$ cat config.mk
export PLATFORM = sky130hd
export DESIGN_NAME = adc_dual_responder
export DESIGN_NICKNAME = d
export VERILOG_FILES = /design/src/rtl/adc_dual_responder_pkg.sv /design/src/rtl/adc_dual_responder_sync_edge.sv /design/src/rtl/adc_dual_responder.sv
export SDC_FILE = /design/constraint.sdc
export NUM_CORES = 1
export LEC_CHECK = 0
export BUFFER_PORTS_ARGS = -buffer_cell sky130_fd_sc_hd__buf_2
export CELL_PAD_IN_SITES_DETAIL_PLACEMENT = 1
export CELL_PAD_IN_SITES_GLOBAL_PLACEMENT = 1
export CORE_MARGIN = 2
export CORE_UTILIZATION = 30
export CTS_CLUSTER_DIAMETER = 40
export CTS_CLUSTER_SIZE = 20
export DETAILED_ROUTE_END_ITERATION = 10
export GPL_ROUTABILITY_DRIVEN = 0
export PLACE_DENSITY = 0.53
export SKIP_CTS_REPAIR_TIMING = 1
export SLEW_MARGIN = 20
export SYNTH_ARGS = -nofsm -noshare
export SYNTH_HDL_FRONTEND = slang
export SYNTH_SLANG_ARGS = --single-unit
$ cat constraint.sdc
create_clock -name clock_50MHz -period 2.7 [get_ports clock_50MHz]
set_clock_uncertainty 0.1 [all_clocks]
set_input_delay 0.27 -clock clock_50MHz [delete_from_list [all_inputs] [get_ports clock_50MHz]]
set_output_delay 0.27 -clock clock_50MHz [all_outputs]
set_load 0.05 [all_outputs]
$ cat src/rtl/adc_dual_responder_pkg.sv
// Shared types and defaults for the dual-channel serial ADC responder.
package adc_dual_responder_pkg;

    typedef enum logic [1:0] {
        IDLE    = 2'd0,
        CONVERT = 2'd1,
        SHIFT   = 2'd2
    } adc_state_t;

    localparam int DEF_DATA_W     = 12;
    localparam int DEF_FRAME_BITS = 16;
    localparam int SYNC_STAGES    = 2;

endpackage

$ cat src/rtl/adc_dual_responder_sync_edge.sv
// Multi-flop synchronizer for one asynchronous master pin, followed by a
// detect register that produces single-cycle rise/fall strobes.
module adc_dual_responder_sync_edge
    import adc_dual_responder_pkg::*;
#(
    parameter logic RST_VAL = 1'b0
) (
    input  logic clk,
    input  logic rst_n,
    input  logic din,
    output logic rise,
    output logic fall
);

    logic [SYNC_STAGES-1:0] sync_q;
    logic                   prev_q;

    always_ff @(posedge clk or negedge rst_n) begin
        if (!rst_n) begin
            sync_q <= {SYNC_STAGES{RST_VAL}};
            prev_q <= RST_VAL;
        end else begin
            sync_q <= {sync_q[SYNC_STAGES-2:0], din};
            prev_q <= sync_q[SYNC_STAGES-1];
        end
    end

    assign rise = sync_q[SYNC_STAGES-1] & ~prev_q;
    assign fall = ~sync_q[SYNC_STAGES-1] & prev_q;

endmodule

$ cat src/rtl/adc_dual_responder.sv
// Device-side model of the dual serial ADC: captures two samples on CNVST,
// models conversion latency and shifts both results out during a CS_N frame.
module adc_dual_responder
    import adc_dual_responder_pkg::*;
#(
    parameter int DATA_W      = DEF_DATA_W,
    parameter int LEAD_ZEROS  = 2,
    parameter int FRAME_BITS  = DEF_FRAME_BITS,
    parameter int CONV_CYCLES = 40
) (
    input  logic              clock_50MHz,
    input  logic              RESET_n,
    input  logic              ADC_CNVST,
    input  logic              ADC_CS_N,
    input  logic              ADC_SCLK,
    input  logic              ADC_SEL,
    input  logic [DATA_W-1:0] sample_a,
    input  logic [DATA_W-1:0] sample_b,
    input  logic              clr_err,
    output logic [1:0]        ADC_DOUT,
    output logic              conv_busy,
    output logic              frame_done,
    output logic              overrun
);

    localparam int CNT_W = $clog2(CONV_CYCLES + 1);
    localparam int BIT_W = $clog2(FRAME_BITS + 1);
    localparam logic [CNT_W-1:0] CONV_LOAD  = CNT_W'(CONV_CYCLES);
    localparam logic [BIT_W-1:0] FRAME_FULL = BIT_W'(FRAME_BITS);

    // Places a sample behind the lead zeros, trailing bits padded with zero.
    function automatic logic [FRAME_BITS-1:0] frame_load(input logic [DATA_W-1:0] s);
        logic [FRAME_BITS-1:0] f;
        f = '0;
        f[FRAME_BITS-1-LEAD_ZEROS -: DATA_W] = s;
        return f;
    endfunction

    logic cnvst_rise, cnvst_fall;
    logic cs_rise, cs_fall;
    logic sclk_rise, sclk_fall;
    logic unused_edges;

    adc_dual_responder_sync_edge #(.RST_VAL(1'b0)) u_sync_cnvst (
        .clk(clock_50MHz), .rst_n(RESET_n), .din(ADC_CNVST),
        .rise(cnvst_rise), .fall(cnvst_fall)
    );
    adc_dual_responder_sync_edge #(.RST_VAL(1'b1)) u_sync_cs (
        .clk(clock_50MHz), .rst_n(RESET_n), .din(ADC_CS_N),
        .rise(cs_rise), .fall(cs_fall)
    );
    adc_dual_responder_sync_edge #(.RST_VAL(1'b1)) u_sync_sclk (
        .clk(clock_50MHz), .rst_n(RESET_n), .din(ADC_SCLK),
        .rise(sclk_rise), .fall(sclk_fall)
    );

    assign unused_edges = cnvst_fall ^ sclk_rise;

    adc_state_t            state, state_n;
    logic [CNT_W-1:0]      cnt, cnt_n;
    logic [BIT_W-1:0]      bits, bits_n;
    logic [FRAME_BITS-1:0] sh_a, sh_a_n, sh_b, sh_b_n;
    logic [DATA_W-1:0]     cap_a, cap_a_n, cap_b, cap_b_n;
    logic                  ovr_set, done_n;
    logic                  done_p0;

    always_ff @(posedge clock_50MHz or negedge RESET_n) begin
        if (!RESET_n) begin
            state      <= IDLE;
            cnt        <= '0;
            bits       <= '0;
            sh_a       <= '0;
            sh_b       <= '0;
            cap_a      <= '0;
            cap_b      <= '0;
            overrun    <= 1'b0;
            done_p0    <= 1'b0;
            frame_done <= 1'b0;
        end else begin
            state      <= state_n;
            cnt        <= cnt_n;
            bits       <= bits_n;
            sh_a       <= sh_a_n;
            sh_b       <= sh_b_n;
            cap_a      <= cap_a_n;
            cap_b      <= cap_b_n;
            // A violation in the same cycle as clr_err wins.
            overrun    <= ovr_set | (overrun & ~clr_err);
            // ---- stage p0 -> output: frame_done lags the CS_N rise detect by one cycle
            done_p0    <= done_n;
            frame_done <= done_p0;
        end
    end

    always_comb begin
        state_n = state;
        cnt_n   = cnt;
        bits_n  = bits;
        sh_a_n  = sh_a;
        sh_b_n  = sh_b;
        cap_a_n = cap_a;
        cap_b_n = cap_b;
        ovr_set = 1'b0;
        done_n  = 1'b0;
        unique case (state)
            IDLE: begin
                if (cs_fall) begin
                    sh_a_n  = frame_load(cap_a);
                    sh_b_n  = frame_load(cap_b);
                    bits_n  = '0;
                    state_n = SHIFT;
                end else if (cnvst_rise) begin
                    cap_a_n = ADC_SEL ? sample_b : sample_a;
                    cap_b_n = ADC_SEL ? sample_a : sample_b;
                    cnt_n   = CONV_LOAD;
                    state_n = CONVERT;
                end
            end
            CONVERT: begin
                if (cs_fall) begin
                    // Reading mid-conversion aborts it and returns zeros.
                    ovr_set = 1'b1;
                    sh_a_n  = '0;
                    sh_b_n  = '0;
                    bits_n  = '0;
                    cnt_n   = '0;
                    state_n = SHIFT;
                end else begin
                    cnt_n = cnt - 1'b1;
                    if (cnt == CNT_W'(1)) state_n = IDLE;
                end
            end
            SHIFT: begin
                if (cnvst_rise) ovr_set = 1'b1;
                if (cs_rise) begin
                    done_n  = (bits == FRAME_FULL);
                    state_n = IDLE;
                end else if (sclk_fall) begin
                    sh_a_n = {sh_a[FRAME_BITS-2:0], 1'b0};
                    sh_b_n = {sh_b[FRAME_BITS-2:0], 1'b0};
                    if (bits != FRAME_FULL) bits_n = bits + 1'b1;
                end
            end
            default: state_n = IDLE;
        endcase
    end

    assign conv_busy = (state == CONVERT);
    assign ADC_DOUT  = (state == SHIFT) ? {sh_b[FRAME_BITS-1], sh_a[FRAME_BITS-1]} : 2'b00;

endmodule

==> flow_summary.toml <==
[synth]
yosysWarnings = 0
synth-adder-area-share_pct = 2.715
ys_seq_elements = 77
synth_cell_types = 42
synth.area.mux_share_pct = 8.076
synthArstFlopShare_pct = 100.0
synth_compound_area_share_pct = 18.80
synth-main-ff-cell = "dfrtp_1"
synth_xor_area_share_pct = 0
synth_edf_count = 0
ys_seq_area_share_pct = 52.46
synthSimpleGateAreaFrac_pct = 12.86
synthCells = 368
syn_area_per_cell_um2 = 10.02
synth_area_um2 = 3687
synth_fp_nets = 407
synth_top_family_by_area = "compound AO/OA/AOI/OAI gates"

[routing]
drt-initial-drc-count = 110
ant_nets = 0
drt-met1-wl_um = 4622
wl_met3_um = 148
remaining_drc_errors = 0
dr.pass1.iters = 4
wl_met2_um = 3660
vias = 2735
vias_per_cell = 4.946
wl_um = 8569
wl_per_cell_um = 15.50
top_layer = "met4"

[setup_path]
cp.required_ns = 2.79
worst_setup_path_end_kind = "flip-flop"
slowest_stage = "dfrtp_1"
worstPathArrival_ns = 2.36
critPathMaxStageDelay_ns = 0.39
path_buf_inv = 2
cp_top_family = "simple AND/OR/NAND/NOR gates"
timing_worst_setup_path_type = "reg -> reg"
startpoint_type = "flip-flop"
path_cells = "inv_1 > ha_1 > or2_1 > a21oi_2 > and2_1 > buf_4 > o221ai_1"
crit_fanout = 27

[clocking]
cts_tree = "built"
path_clk_slew_ns = 0.05
clk_path_buf_depth = 2
htreeDepth = 3
clock_sinks = 77
clk_latency_ns = 0.33
clockRootBuffer = "clkbuf_16"
numCtsBuffers = 9

[floorplanning]
coreArea_um2 = 12010
rows = 40
die_area_um2 = 13190
initial_utilization_pct = 30.70
die_w_um = 114.9
die_h_um = 114.9
io_pins = 36

[grt]
overflow = 0
antenna_found_initial = 0
first_global_vias = 2792
track_usage_pct = 13.79
grt_pass1_wl_um = 14260
grt_max_degree = 77

[power]
leakage_nw = 1.960
pwr_density_cell_nw_per_um2 = 1089
peakVddDrop_mv = 0.3237

[timing]
min_period_over_period_pct = 84.26
fin_ws_ns = 0.4248
whs_ns = 0.03202
tns_ns = 0
finalSetupViolations = 0
timing.final.crit_period_ns = 2.275
worstMarginPinSlew_ns = 0.6714
rsz0062_at_grt = "false"
finalHoldViolations = 0
slew_viol_final = 0
fmax_ghz = 0.4395
slew_headroom_pct = 55.24

[cells_and_area]
final_util_pct = 35.99
layout_commonest_cell = "dfrtp_1"
layout_common_cells = "dfrtp_1, a21oi_1, o21ai_0"
fill_cells = 1377
antennaDiodeCount = 0
fin_nets = 442
synthToLayoutAreaGrowth_pct = 17.24
drive_gt1_share_pct = 17.73

[place]
port_buffers = 35
dp_hpwl_um = 5735
detailedPlace.worstSlack_ns = 0.4333

[worst_hold_path]
worstHoldPathType = "in -> reg"

[flow_run]
cap_violations = 0

[run_status]
outcome = "finished, final reports clean"
cell families (layout without fill, tap and decap cells):
family / Yosys count / count (layout)
flip-flops: 77 / 77
AND/OR/NAND/NOR: 90 / 90
multiplexers: 29 / 29
adder cells (fa/ha/maj): 8 / 8
AO/OA/AOI/OAI: 122 / 122
buffers and inverters: 42 / 80
cells in the mapped netlist (all sizes together), types with 2 or more instances:
cell / instances / area [um^2]
dfrtp: 71 / 1777
a21oi: 68 / 344.1
o21ai: 35 / 175.2
nand2: 31 / 116.4
nor2b: 29 / 181.4
mux2i: 26 / 260.3
inv: 18 / 67.56
buf: 16 / 88.84
clkbuf: 8 / 31.28
ha: 8 / 100.1
dfstp: 6 / 157.7
nand4: 6 / 37.54
nand3: 5 / 25.02
nor2: 5 / 18.77
a22o: 3 / 26.28
and2: 3 / 18.77
mux2: 3 / 37.53
or2: 3 / 18.77
a31o: 2 / 17.52
a31oi: 2 / 12.51
a32o: 2 / 20.02
nand2b: 2 / 12.51
o211ai: 2 / 15.01
o22ai: 2 / 12.51
o2bb2ai: 2 / 17.52
or3b: 2 / 20.02
worst reg2reg max path, stage by stage, from the launching register on:
cell and delay [ns]:
dfrtp_1 0.39, inv_1 0.08, ha_1 0.29, or2_1 0.30, a21oi_2 0.26, and2_1 0.23
buf_4 0.32, o221ai_1 0.16
report_power, final:
part           internal (mW)  total (mW)  switching (mW)
Clock                  0.659        1.10           0.440
Sequential              1.61        1.87           0.263
Combinational          0.684        1.74            1.05
Total                   2.95        4.71            1.75
through the flow:
| stage | instance area (um^2) | total power [mW] | instances |
|---|---|---|---|
| 2_1_floorplan | 3687 | 3.151 | 368 |
| 3_3_place_gp | 3989 | 3.579 | 534 |
| 3_5_place_dp | 3989 | 3.638 | 534 |
| 4_1_cts | 4255 | 4.771 | 548 |
| 5_1_grt | 4323 | 5.119 | 553 |
| 6_report | 4323 | 4.706 | 553 |
final timing paths:
check	end	cells past startpoint	slack, ns	startpoint
setup / recovery	bits[3]$_DFFE_PN0P_	7	0.42	state[1]$_DFFE_PN0P_
hold / removal	overrun$_DFF_PN0_	2	0.03	clr_err
setup reg to reg	bits[3]$_DFFE_PN0P_	7	0.42	state[1]$_DFFE_PN0P_
hold reg to reg	frame_done$_DFF_PN0_	0	0.25	done_p0$_DFF_PN0_
max in group asynchronous	sh_a[6]$_DFFE_PN0P_	3	1.65	RESET_n
min in group asynchronous	cnt[2]$_DFFE_PN0P_	2	0.28	RESET_n
area by class of cell:
| class | instances | area [um^2] | share of cell area, % |
|---|---|---|---|
| multi-input cells | 249 | 1565 | 36.21 |
| well taps | 147 | 183.9 | 4.255 |
| inverters | 18 | 67.56 | 1.563 |
| repair buffers | 48 | 305.3 | 7.062 |
| flip-flops and latches | 77 | 1934 | 44.75 |
| clock buffers | 12 | 256.5 | 5.933 |
| clock inverters | 2 | 10.01 | 0.2315 |
sequential cells by signal (all words and copies together), names as in the netlist, 5 cells and up:
name and cells:
cap_b 12, cnt 6, sh_a 14, bits 5, cap_a 12, sh_b 14
routing by layer:
layer	up-vias	GRT usage, %
met5	-	0
met4	0	6.586
met3	9	2.372
met2	29	19.37
met1	1349	20.51
li1	1348	-
(Power assumes the default switching activity.)
